[config.mk]
export PLATFORM = sky130hd
export DESIGN_NAME = gray2rgb_mapper
export DESIGN_NICKNAME = d
export VERILOG_FILES = /design/src/rtl/gray2rgb_mapper.sv
export SDC_FILE = /design/constraint.sdc
export NUM_CORES = 1
export LEC_CHECK = 0
export BUFFER_PORTS_ARGS = -buffer_cell sky130_fd_sc_hd__clkbuf_2
export CORE_MARGIN = 1
export CORE_UTILIZATION = 54
export CTS_BUF_LIST = sky130_fd_sc_hd__clkbuf_16
export DETAILED_ROUTE_END_ITERATION = 10
export PLACE_DENSITY_LB_ADDON = 0.2
export SLEW_MARGIN = 0
export SYNTH_ARGS = -nofsm -noshare
export SYNTH_HDL_FRONTEND = slang
export SYNTH_SLANG_ARGS = --single-unit
[constraint.sdc]
create_clock -name iCLK -period 2.65 [get_ports iCLK]
set_input_delay 0.3975 -clock iCLK [delete_from_list [all_inputs] [get_ports iCLK]]
set_output_delay 0.3975 -clock iCLK [all_outputs]
set_load 0.01 [all_outputs]
[src/rtl/gray2rgb_mapper.sv]
// ----------------------------------------------------------------------------
// gray2rgb_mapper
//
// Purpose:
//   Display-side conversion of an 8-bit grayscale pixel stream into 12-bit per
//   channel RGB. Four display modes are supported: replicated grey, heat map,
//   binary threshold and inverted grey. The mode and the threshold are latched
//   on the rising edge of the frame-valid signal. A frame therefore always uses
//   one mode from start to end.
//
// Ports:
//   iCLK       in   1       pixel clock, rising edge
//   iReset     in   1       asynchronous active-high reset
//   iGray      in   8       grayscale pixel
//   iDval      in   1       iGray valid this cycle
//   iFval      in   1       frame valid (high during a frame)
//   iMode      in   2       requested mode: 00 grey, 01 heat, 10 threshold,
//                           11 inverted grey
//   iThresh    in   8       requested threshold for mode 10
//   oRed       out  12      red channel
//   oGreen     out  12      green channel
//   oBlue      out  12      blue channel
//   oDval      out  1       channel outputs valid (iDval delayed by 2 cycles)
//   oFrameCnt  out  FCNT_W  completed frames since reset (wraps)
//   oMode      out  2       mode currently in effect
// ----------------------------------------------------------------------------
module gray2rgb_mapper #(
   parameter logic [7:0] THRESH_RST = 8'd128,
   parameter int         FCNT_W     = 16
) (
   input  logic              iCLK,
   input  logic              iReset,
   input  logic [7:0]        iGray,
   input  logic              iDval,
   input  logic              iFval,
   input  logic [1:0]        iMode,
   input  logic [7:0]        iThresh,
   output logic [11:0]       oRed,
   output logic [11:0]       oGreen,
   output logic [11:0]       oBlue,
   output logic              oDval,
   output logic [FCNT_W-1:0] oFrameCnt,
   output logic [1:0]        oMode
);

   localparam logic [1:0] MODE_GREY   = 2'b00;
   localparam logic [1:0] MODE_HEAT   = 2'b01;
   localparam logic [1:0] MODE_THRESH = 2'b10;
   localparam logic [1:0] MODE_INV    = 2'b11;

   // Widen an 8-bit channel to 12 bits by repeating the top nibble, so that
   // 8'h00 maps to 12'h000 and 8'hFF maps to 12'hFFF.
   function automatic logic [11:0] expand12(input logic [7:0] v);
      return {v, v[7:4]};
   endfunction

   // ------------------------------------------------------------------
   // Frame edge detection
   // ------------------------------------------------------------------
   logic r_fval_d;
   logic w_rise;
   logic w_fall;

   assign w_rise = iFval & ~r_fval_d;
   assign w_fall = ~iFval & r_fval_d;

   // Register frame-valid for edge detection.
   always_ff @(posedge iCLK or posedge iReset) begin
      if (iReset) begin
         r_fval_d <= 1'b0;
      end else begin
         r_fval_d <= iFval;
      end
   end

   // ------------------------------------------------------------------
   // Per-frame mode / threshold latch
   // ------------------------------------------------------------------
   logic [1:0] r_mode;
   logic [7:0] r_thresh;
   logic [1:0] w_sel_mode;
   logic [7:0] w_sel_thresh;

   // Latch the requested mode and threshold only at frame start.
   always_ff @(posedge iCLK or posedge iReset) begin
      if (iReset) begin
         r_mode   <= MODE_GREY;
         r_thresh <= THRESH_RST;
      end else if (w_rise) begin
         r_mode   <= iMode;
         r_thresh <= iThresh;
      end else begin
         r_mode   <= r_mode;
         r_thresh <= r_thresh;
      end
   end

   // A pixel arriving in the rise cycle itself must already see the new
   // frame's settings, before the latch above has updated.
   always_comb begin
      w_sel_mode   = r_mode;
      w_sel_thresh = r_thresh;
      if (w_rise) begin
         w_sel_mode   = iMode;
         w_sel_thresh = iThresh;
      end else begin
         w_sel_mode   = r_mode;
         w_sel_thresh = r_thresh;
      end
   end

   // ------------------------------------------------------------------
   // Completed-frame counter
   // ------------------------------------------------------------------
   logic [FCNT_W-1:0] r_frame_cnt;

   // Count falling edges of frame valid. The counter wraps naturally.
   always_ff @(posedge iCLK or posedge iReset) begin
      if (iReset) begin
         r_frame_cnt <= {FCNT_W{1'b0}};
      end else if (w_fall) begin
         r_frame_cnt <= r_frame_cnt + {{(FCNT_W-1){1'b0}}, 1'b1};
      end else begin
         r_frame_cnt <= r_frame_cnt;
      end
   end

   // ------------------------------------------------------------------
   // Stage 1: capture pixel and the settings that apply to it
   // ------------------------------------------------------------------
   logic [7:0] r_s1_gray;
   logic [1:0] r_s1_mode;
   logic [7:0] r_s1_thresh;
   logic       r_s1_dval;

   // The first pipeline stage samples every cycle. Its dval bit qualifies
   // the data it holds.
   always_ff @(posedge iCLK or posedge iReset) begin
      if (iReset) begin
         r_s1_gray   <= 8'h00;
         r_s1_mode   <= MODE_GREY;
         r_s1_thresh <= 8'h00;
         r_s1_dval   <= 1'b0;
      end else begin
         r_s1_gray   <= iGray;
         r_s1_mode   <= w_sel_mode;
         r_s1_thresh <= w_sel_thresh;
         r_s1_dval   <= iDval;
      end
   end

   // ------------------------------------------------------------------
   // Channel arithmetic
   // ------------------------------------------------------------------
   logic [1:0] w_seg;
   logic [7:0] w_frac;
   logic [7:0] w_r8;
   logic [7:0] w_g8;
   logic [7:0] w_b8;

   // For the heat map, the top two bits select one of four colour ramps.
   // The low six bits, scaled by 4, give the position along that ramp.
   assign w_seg  = r_s1_gray[7:6];
   assign w_frac = {r_s1_gray[5:0], 2'b00};

   // Compute the 8-bit channel values for the captured pixel.
   always_comb begin
      w_r8 = 8'h00;
      w_g8 = 8'h00;
      w_b8 = 8'h00;
      case (r_s1_mode)
         MODE_GREY: begin
            w_r8 = r_s1_gray;
            w_g8 = r_s1_gray;
            w_b8 = r_s1_gray;
         end
         MODE_INV: begin
            w_r8 = ~r_s1_gray;
            w_g8 = ~r_s1_gray;
            w_b8 = ~r_s1_gray;
         end
         MODE_THRESH: begin
            if (r_s1_gray >= r_s1_thresh) begin
               w_r8 = 8'hFF;
               w_g8 = 8'hFF;
               w_b8 = 8'hFF;
            end else begin
               w_r8 = 8'h00;
               w_g8 = 8'h00;
               w_b8 = 8'h00;
            end
         end
         MODE_HEAT: begin
            // The ramps run blue -> cyan -> green/yellow -> red.
            case (w_seg)
               2'd0: begin
                  w_r8 = 8'h00;
                  w_g8 = w_frac;
                  w_b8 = 8'hFF;
               end
               2'd1: begin
                  w_r8 = 8'h00;
                  w_g8 = 8'hFF;
                  w_b8 = 8'hFF - w_frac;
               end
               2'd2: begin
                  w_r8 = w_frac;
                  w_g8 = 8'hFF;
                  w_b8 = 8'h00;
               end
               2'd3: begin
                  w_r8 = 8'hFF;
                  w_g8 = 8'hFF - w_frac;
                  w_b8 = 8'h00;
               end
               default: begin
                  w_r8 = 8'h00;
                  w_g8 = 8'h00;
                  w_b8 = 8'h00;
               end
            endcase
         end
         default: begin
            w_r8 = 8'h00;
            w_g8 = 8'h00;
            w_b8 = 8'h00;
         end
      endcase
   end

   // ------------------------------------------------------------------
   // Stage 2: output registers
   // ------------------------------------------------------------------
   logic [11:0] r_red;
   logic [11:0] r_green;
   logic [11:0] r_blue;
   logic        r_dval;

   // Output valid follows stage-1 valid unconditionally.
   always_ff @(posedge iCLK or posedge iReset) begin
      if (iReset) begin
         r_dval <= 1'b0;
      end else begin
         r_dval <= r_s1_dval;
      end
   end

   // Channel data loads only for a valid pixel. During bubbles the last
   // pixel's colour is held.
   always_ff @(posedge iCLK or posedge iReset) begin
      if (iReset) begin
         r_red   <= 12'h000;
         r_green <= 12'h000;
         r_blue  <= 12'h000;
      end else if (r_s1_dval) begin
         r_red   <= expand12(w_r8);
         r_green <= expand12(w_g8);
         r_blue  <= expand12(w_b8);
      end else begin
         r_red   <= r_red;
         r_green <= r_green;
         r_blue  <= r_blue;
      end
   end

   assign oRed      = r_red;
   assign oGreen    = r_green;
   assign oBlue     = r_blue;
   assign oDval     = r_dval;
   assign oFrameCnt = r_frame_cnt;
   assign oMode     = r_mode;

endmodule
; Word-level counts from Yosys, hierarchy flattened
; Cells that the tools add are included.
[totals]
wordCells = 38
ff_bits = 81
[classes]
magnitude_cmp = 1
n_reduce_logical = 5
eq_ne = 6
n_bitwise = 5
muxes = 8
addsub = 2
[ops]
columns = cell, count
row1 = $pmux W8 S4, 3
row2 = $pmux W8 S3, 3
row3 = $add A16 B1 Y16 const B, 1
row4 = $mux W8, 2
row5 = $eq A2 B2 Y1 const B, 4
row6 = $ge A8 B8 Y1, 1
row7 = $not A8 Y8, 1
row8 = $sub A8 B8 Y8 const A, 1
row9 = $reduce_or A2 Y1, 3
row10 = $eq A2 B1 Y1 const B, 2
row11 = $logic_not A2 Y1, 2
row12 = $and A1 B1 Y1, 2
row13 = $not A1 Y1, 2

; Logic depth before layout (Yosys ltp)
; Gate-level depths: netlist of the first run.
[logic_depth]
ltp_word = 4
ltp_mapped = 7
ltp_nobuf = 6

; Worst setup path after synthesis of the first run
; No wires, ideal clock.
[synth_path]
path_kind = register to register
start = register r_s1_gray[2]
end = register r_blue[10] (netlist: oBlue[10])
slack_ns = 0.786
n_path_buf = 1
t_arrival_ns = 1.727
setup_time_ns = 0.137
period_less_slack_ns = 1.864
required_time_ns = 2.513
stages_incl_launch_ff = 7
path_cell_list = dfrtp_1 ha_1 a211oi_1 o21ai_0 a21oi_1 clkbuf_1 a21oi_1
[synth_between]
elab_chain_len = 3
[synth_rtl]
columns = element, line_no
row1 = start: declaration, 131  ; logic [7:0] r_s1_gray;
row2 = start signal: assignment, 145  ; r_s1_gray <= iGray;
row3 = $sub A8 B8 Y8 / $ge A8 B8 Y1 (equally long branches), "204, 183"
row4 = $pmux W8 S3 / $mux W8 (equally long branches), "195, 183"
row5 = $pmux W8 S4 (*), 171  ; case (r_s1_mode)
row6 = end signal: assignment, 258  ; r_blue <= expand12(w_b8);
row7 = end signal: assignment, 262  ; r_blue <= r_blue;
row8 = end: declaration, 236  ; logic [11:0] r_blue;
; Mark *: on every way between the ends. The rest lies on a longest branch, timed or not.
; A chain may end at the register's enable or synchronous reset.

; Worst setup path in the final report of the first run
[layout_path]
start = register r_s1_mode[1]
end = register r_blue[4] (netlist: oBlue[4])
[layout_between]
elab_chain_len = 2
[layout_rtl]
columns = element, line_no
row1 = start: declaration, 132  ; logic [1:0] r_s1_mode;
row2 = start signal: assignment, 146  ; r_s1_mode <= w_sel_mode;
row3 = $eq A2 B1 Y1 (tied with other cells), 171
row4 = $pmux W8 S4 (*), 171
; Marks and branches as above.

==> impl_summary.log, run 1 <==
INFO  metric critPathRequiredTime = 2840 ps
INFO  metric status = finished clean
INFO  metric critPathLaunch = r_s1_mode[1]
INFO  metric clock_tree_root_driver_cell = sky130_fd_sc_hd__clkbuf_16
INFO  metric final-seq-area = 0.00155 mm²
INFO  metric cpLargestDelayFamily = simple AND/OR/NAND/NOR gates
INFO  metric post_dp_cell_area = 0.00359 mm²
INFO  metric placementRows = 27
INFO  metric grt_pass1_vias = 2561
INFO  metric synthDominantCellAreaShare = 0.472
INFO  metric drt.antenna.violating_nets = 0
INFO  metric p_total = 3.11 mW
INFO  metric switching_pwr = 1.02 mW
INFO  metric internal_power = 2.09 mW
INFO  metric nNetsFinal = 423
INFO  metric critical_path.cell_chain = nand2b_1, nor2_1, o32ai_1, a31oi_1
INFO  metric yosysWarnings = 0
INFO  metric die_x = 79.4 µm
INFO  metric route.detailed.vias_per_inst = 5.73
INFO  metric post-route-drc-count = 0
INFO  metric synthDominantAreaCellType = sky130_fd_sc_hd__dfrtp_1
INFO  metric clk_latency = 330 ps
INFO  metric multiInputGateArea = 0.00145 mm²
INFO  metric synth-edff-count = 0
INFO  metric fp.coreArea = 0.00564 mm²
INFO  metric hold_path_class = input port to async pin
INFO  metric port-buffer-count = 76
INFO  metric synth-seq-area-share = 0.480
INFO  metric setup_repair_after_global_routing_missed_its_margin = false
INFO  metric clock_tree_from_tritoncts = done
INFO  metric postSynthNetCount = 360
INFO  metric antennaDiodeCount = 0
INFO  metric synth.cells.most_frequent = sky130_fd_sc_hd__dfrtp_1, sky130_fd_sc_hd__nor2_1, sky130_fd_sc_hd__a21oi_1
INFO  metric grt_overflow_total = 0
INFO  metric max_slew_margin = 0.513
INFO  metric seq_power_share = 0.414
INFO  metric cts_setup_buffers = 0
INFO  metric place.detailed.hpwl = 4.91 mm
INFO  metric pin_count_of_the_biggest_net_entering_global_routing = 33
INFO  metric finalCriticalPeriod = 1940 ps
INFO  metric worst_r2r_startpoint = r_s1_mode[1]
INFO  metric die_area = 0.00631 mm²
INFO  metric synthArstFlopShare = 1.00
INFO  metric syn2layout_area_growth = 18.9%
INFO  metric share_of_cells_above_drive_strength_1 = 0.290
INFO  metric power.share.combinational = 0.260
INFO  metric final_core_utilization = 0.682
INFO  metric slowest_stage = sky130_fd_sc_hd__nand2b_1
INFO  metric gr-usage-all-layers = 0.256
INFO  metric drt_pass1_iterations = 4
INFO  metric clock_power_share = 0.327
INFO  metric initial_utilization = 0.574
INFO  metric post_cts.resized_instances = 0
INFO  metric grt_pass1_wl = 12.2 mm
INFO  metric synth-main-ff-cell = sky130_fd_sc_hd__dfrtp_1
INFO  metric endpoint_kind = flip-flop
INFO  metric ys_ff_latch = 62
INFO  metric swShare = 0.329
INFO  metric cts_max_path_buffers = 2
INFO  metric clock_sink_count = 62
INFO  metric worst_setup_path_start_kind = flip-flop
INFO  metric boundaryPins = 77
INFO  metric netlist_top_cells_area = sky130_fd_sc_hd__dfrtp_1, sky130_fd_sc_hd__o32ai_1, sky130_fd_sc_hd__ha_1, sky130_fd_sc_hd__nor2_1, sky130_fd_sc_hd__a21oi_1
INFO  metric most_repeated_cell_in_the_gate_level_netlist_after_synthesis = sky130_fd_sc_hd__dfrtp_1
INFO  metric timing.setup.critical_path_class = flip-flop to flip-flop
INFO  metric final_hold_viol_count = 0
INFO  metric antenna_violations_before_repair = 0
INFO  metric route.vias.total = 2665
INFO  metric cts.clk_slew.worst_paths = 50 ps
INFO  metric final_max_slew_viol_count = 0
INFO  metric cap_violations = 0
INFO  metric crit_fanout = 21
INFO  metric cts_hold_repair.buffers = 0
INFO  metric peakVddDrop = 563 µV
INFO  metric detailedRoute.firstIterationViolations = 189
INFO  metric setup_viol_count_final = 0
INFO  metric place_congestion = 0.850
INFO  metric post_detailed_route_wirelength_per_cell = 15.5 µm
INFO  metric worst_slew_pin_slew = 731 ps
INFO  metric leakagePower = 1.81 nW
INFO  metric fin_worst_skew = 4.29 ps
INFO  metric number_of_clock_buffers_inserted_by_tritoncts = 9
INFO  metric buffer_and_inverter_count_on_the_worst_path = 0
INFO  metric synth.lib_cells_used.distinct = 40
INFO  metric postLayoutCellArea = 0.00385 mm²
INFO  metric max_clock_freq = 516 MHz
INFO  metric power_density = 807 mW/mm²
INFO  metric syn_inst_count = 325
INFO  metric finalCritPeriodShare = 0.732
INFO  metric cts-htree-levels = 3
INFO  metric timing.setup.tns = 0 ps
INFO  metric critical-path-max-stage-delay = 640 ps
INFO  metric crit_arrival = 2130 ps
INFO  metric syn_area_per_cell = 9.96 µm²
INFO  metric number_of_filler_cells_placed_in_the_layout = 447
INFO  metric chipHeight = 79.4 µm
INFO  metric post_synth_instance_area = 0.00324 mm²
INFO  metric routed_wirelength = 7.20 mm
==> metrics by stage <==
| stage | worst slack (ps) | hold WS [ps] | cells |
|---|---|---|---|
| after CTS | 708 | 176 | 465 |
| after detailed placement | 745 | 466 | 449 |
| final | 711 | 153 | 465 |
| after global routing | 489 | 171 | 465 |
| after floorplan | 713 | 352 | 325 |
| after global placement | 810 | 458 | 449 |
==> worst paths after layout <==
path / end / cells after the start / slack (ps)
worst max-delay path: oBlue[4] / 4 / 710
worst min-delay path: r_s1_gray[5] / 2 / 150
worst max register to register: oBlue[4] / 4 / 710
worst min register to register: oFrameCnt[15] / 1 / 470
max in group asynchronous: oFrameCnt[14] / 3 / 1900
min in group iCLK: r_s1_gray[2] / 1 / 180
==> sequential cells by signal (all words and copies together), names as in the netlist <==
signal / flops
oBlue: 8
oDval: 1
oFrameCnt: 16
oGreen: 8
oRed: 8
r_fval_d: 1
r_s1_dval: 1
r_s1_gray: 8
r_s1_mode: 2
r_s1_thresh: 8
r_thresh: 1
==> layout make-up <==
| type | count | share of cell area |
|---|---|---|
| Clock buffer | 9 | 0.0585 |
| Tap cell | 72 | 0.0234 |
| Inverter | 17 | 0.0166 |
| Multi-Input combinational cell | 217 | 0.378 |
| Timing Repair Buffer | 81 | 0.112 |
| Clock inverter | 7 | 0.00845 |
| Sequential cell | 62 | 0.403 |
==> power groups by stage <==
stage	Clock, mW	Combinational (mW)	Sequential [mW]
2_1_floorplan	0	0.511	1.33
3_5_place_dp	0	0.805	1.30
6_report	1.01	0.807	1.29
5_1_grt	1.08	0.901	1.31
4_1_cts	1.02	0.815	1.29
3_3_place_gp	0	0.788	1.29
==> placed cells by master, fill, tap and decap left out, drive strengths merged <==
cell type,Yosys,routed
nand2b,11,11
o21ai,9,9
and2b,1,1
o21ba,1,1
a21oi,25,25
o211ai,7,7
buf,17,5
nand3b,1,1
clkinvlp,0,1
a211oi,7,7
clkinv,0,5
or3b,6,6
nand3,5,5
nor2b,4,4
dfrtp,61,61
nand2,18,18
a31oi,2,2
or2,1,1
clkbuf,12,85
o22ai,6,6
and4b,1,1
mux2,5,5
o32ai,20,20
a221oi,6,6
and4,2,2
xnor2,9,9
inv,17,18
ha,13,13
nor3,8,8
nand4,3,3
dfstp,1,1
nor2,39,39
or4,1,1
xor2,6,6
==> per-layer routing <==
| layer | vias up | wire length [µm] | share of wire | global-route usage |
|---|---|---|---|---|
| li1 | 1278 | - | - | - |
| met1 | 1268 | 3270 | 0.45 | 0.356 |
| met2 | 104 | 3390 | 0.47 | 0.386 |
| met3 | 15 | 403 | 0.056 | 0.0606 |
| met4 | 0 | 138 | 0.019 | 0.102 |
| met5 | - | 0 | 0 | 0 |
==> cell families (layout without fill, tap and decap cells) <==
group,count (synthesis),count (layout),synth area share
AND/OR/NAND/NOR,101,101,0.162
XOR/XNOR,15,15,0.0406
buffers and inverters,46,114,0.0708
AO/OA/AOI/OAI,83,83,0.179
adder cells (fa/ha/maj),13,13,0.0503
multiplexers,5,5,0.0174
flip-flops,62,62,0.480
==> worst reg2reg max path: stages (launching register included) <==
cell,delay [ps]
sky130_fd_sc_hd__dfrtp_1,570
sky130_fd_sc_hd__nand2b_1,640
sky130_fd_sc_hd__nor2_1,210
sky130_fd_sc_hd__o32ai_1,310
sky130_fd_sc_hd__a31oi_1,70
No activity file was read; power rests on OpenSTA's default activity.
==> inputs of run 2 (changes only) <==
Clock period 2.65 ns to 2 ns, I/O delays scaled along.
==> impl_summary.log, run 2 (synthesized netlist as in run 1, its figures left out) <==
INFO  metric endpoint_kind = flip-flop
INFO  metric power.share.combinational = 0.245
INFO  metric max_clock_freq = 527 MHz
INFO  metric clock_tree_from_tritoncts = done
INFO  metric grt_pass1_wl = 12.1 mm
INFO  metric power_density = 1110 mW/mm²
INFO  metric share_of_cells_above_drive_strength_1 = 0.305
INFO  metric boundaryPins = 77
INFO  metric setup_repair_after_global_routing_missed_its_margin = false
INFO  metric die_x = 79.4 µm
INFO  metric worst_setup_path_start_kind = flip-flop
INFO  metric grt_overflow_total = 0
INFO  metric crit_arrival = 2060 ps
INFO  metric place_congestion = 0.836
INFO  metric clk_latency = 330 ps
INFO  metric cts-htree-levels = 3
INFO  metric cts_max_path_buffers = 2
INFO  metric clock_sink_count = 62
INFO  metric clock_power_share = 0.365
INFO  metric route.vias.total = 2693
INFO  metric drt_pass1_iterations = 4
INFO  metric peakVddDrop = 680 µV
INFO  metric nNetsFinal = 430
INFO  metric timing.setup.critical_path_class = flip-flop to flip-flop
INFO  metric fin_worst_skew = 7.63 ps
INFO  metric hold_path_class = input port to flip-flop
INFO  metric max_slew_margin = 0.522
INFO  metric most_common_library_cell_in_the_layout_ignoring_fill_and_taps = sky130_fd_sc_hd__clkbuf_2
INFO  metric place.detailed.hpwl = 5.04 mm
INFO  metric layout_common_cells = sky130_fd_sc_hd__clkbuf_2, sky130_fd_sc_hd__dfrtp_1, sky130_fd_sc_hd__nor2_1, sky130_fd_sc_hd__a21oi_1, sky130_fd_sc_hd__o32ai_1
INFO  metric timing.setup.tns = 0 ps
INFO  metric final_hold_viol_count = 0
INFO  metric clock_tree_root_driver_cell = sky130_fd_sc_hd__clkbuf_16
INFO  metric cap_violations = 0
INFO  metric finalCriticalPeriod = 1900 ps
INFO  metric cts.clk_slew.worst_paths = 60 ps
INFO  metric internal_power = 3.03 mW
INFO  metric routed_wirelength = 7.30 mm
INFO  metric status = finished clean
INFO  metric setup_viol_count_final = 0
INFO  metric place.detailed.instances = 455
INFO  metric cts_hold_repair.buffers = 1
INFO  metric final_max_slew_viol_count = 0
INFO  metric p_total = 4.41 mW
INFO  metric drt.antenna.violating_nets = 0
INFO  metric critPathRequiredTime = 2160 ps
INFO  metric swShare = 0.311
INFO  metric finalCritPeriodShare = 0.950
INFO  metric route.detailed.vias_per_inst = 5.71
INFO  metric crit_fanout = 24
INFO  metric post_layout_nonfiller_instances = 472
INFO  metric detailedRoute.firstIterationViolations = 256
INFO  metric largest_reg_flops = 16
INFO  metric initial_utilization = 0.574
INFO  metric pin_count_of_the_biggest_net_entering_global_routing = 43
INFO  metric antennaDiodeCount = 0
INFO  metric placementRows = 27
INFO  metric post_detailed_route_wirelength_per_cell = 15.5 µm
INFO  metric antenna_violations_before_repair = 0
INFO  metric cts_setup_buffers = 0
INFO  metric leakagePower = 1.88 nW
INFO  metric grt_pass1_vias = 2544
INFO  metric post-place-ws = 116 ps
INFO  metric worst_slew_pin_slew = 716 ps
INFO  metric post-route-drc-count = 0
INFO  metric switching_pwr = 1.37 mW
INFO  metric die_area = 0.00631 mm²
INFO  metric final_core_utilization = 0.701
INFO  metric post_cts.resized_instances = 0
INFO  metric syn2layout_area_growth = 22.2%
INFO  metric seq_power_share = 0.391
INFO  metric port-buffer-count = 76
INFO  metric fp.coreArea = 0.00564 mm²
INFO  metric gr-usage-all-layers = 0.253
INFO  metric chipHeight = 79.4 µm
INFO  metric number_of_clock_buffers_inserted_by_tritoncts = 9
INFO  metric postLayoutSetupSlackWorst = 101 ps
-- run 2: per-stage QoR --
step / instance area (µm²) / hold WS, ps
final: 3950 / 82.6
after global routing: 3950 / 77.8
after CTS: 3950 / 74.8
after detailed placement: 3640 / 334
after global placement: 3640 / 322
after floorplan: 3240 / 331
-- run 2: layout make-up --
class | instances | area (µm²)
fill | 433 | 1690
inverter | 17 | 63.8
multi-input combinational | 217 | 1450
sequential | 62 | 1550
clock buffer | 9 | 225
clock inverter | 7 | 82.6
timing repair buffer | 88 | 485
tap | 72 | 90.1
-- run 2: worst paths after layout --
kind / start / endpoint / slack (ps) / cells after the start
worst max-delay path: r_s1_gray[2] / oBlue[4] / 100 / 6
worst min-delay path: iGray[3] / r_s1_gray[3] / 80 / 1
worst max register to register: r_s1_gray[2] / oBlue[4] / 100 / 6
worst min register to register: oFrameCnt[15] / oFrameCnt[15] / 470 / 1
max in group asynchronous: iReset / r_thresh[7] / 850 / 4
min in group asynchronous: iReset / r_s1_mode[1] / 540 / 3
-- run 2: power groups by stage --
stage / clock [mW] / sequential, mW / combinational [mW]
detailed placement: 0 / 1.73 / 1.08
global placement: 0 / 1.72 / 1.05
floorplan: 0 / 1.76 / 0.677
finish: 1.61 / 1.72 / 1.08
CTS: 1.63 / 1.72 / 1.09
global route: 1.67 / 1.76 / 1.20
-- run 2: per-layer routing --
metal  vias up  GRT usage  wire (µm)
met5         -          0          0
met1      1264      0.343       3330
met4         0      0.136        168
li1       1301          -          -
met2       113      0.386       3370
met3        15     0.0446        428
-- run 2: critical path, cell delays in order (launching register included) --
cell and delay (ps):
sky130_fd_sc_hd__dfrtp_1 460, sky130_fd_sc_hd__ha_1 350, sky130_fd_sc_hd__a211oi_1 240, sky130_fd_sc_hd__o21ai_0 110, sky130_fd_sc_hd__a21oi_1 150, sky130_fd_sc_hd__buf_4 280
sky130_fd_sc_hd__a31oi_1 140
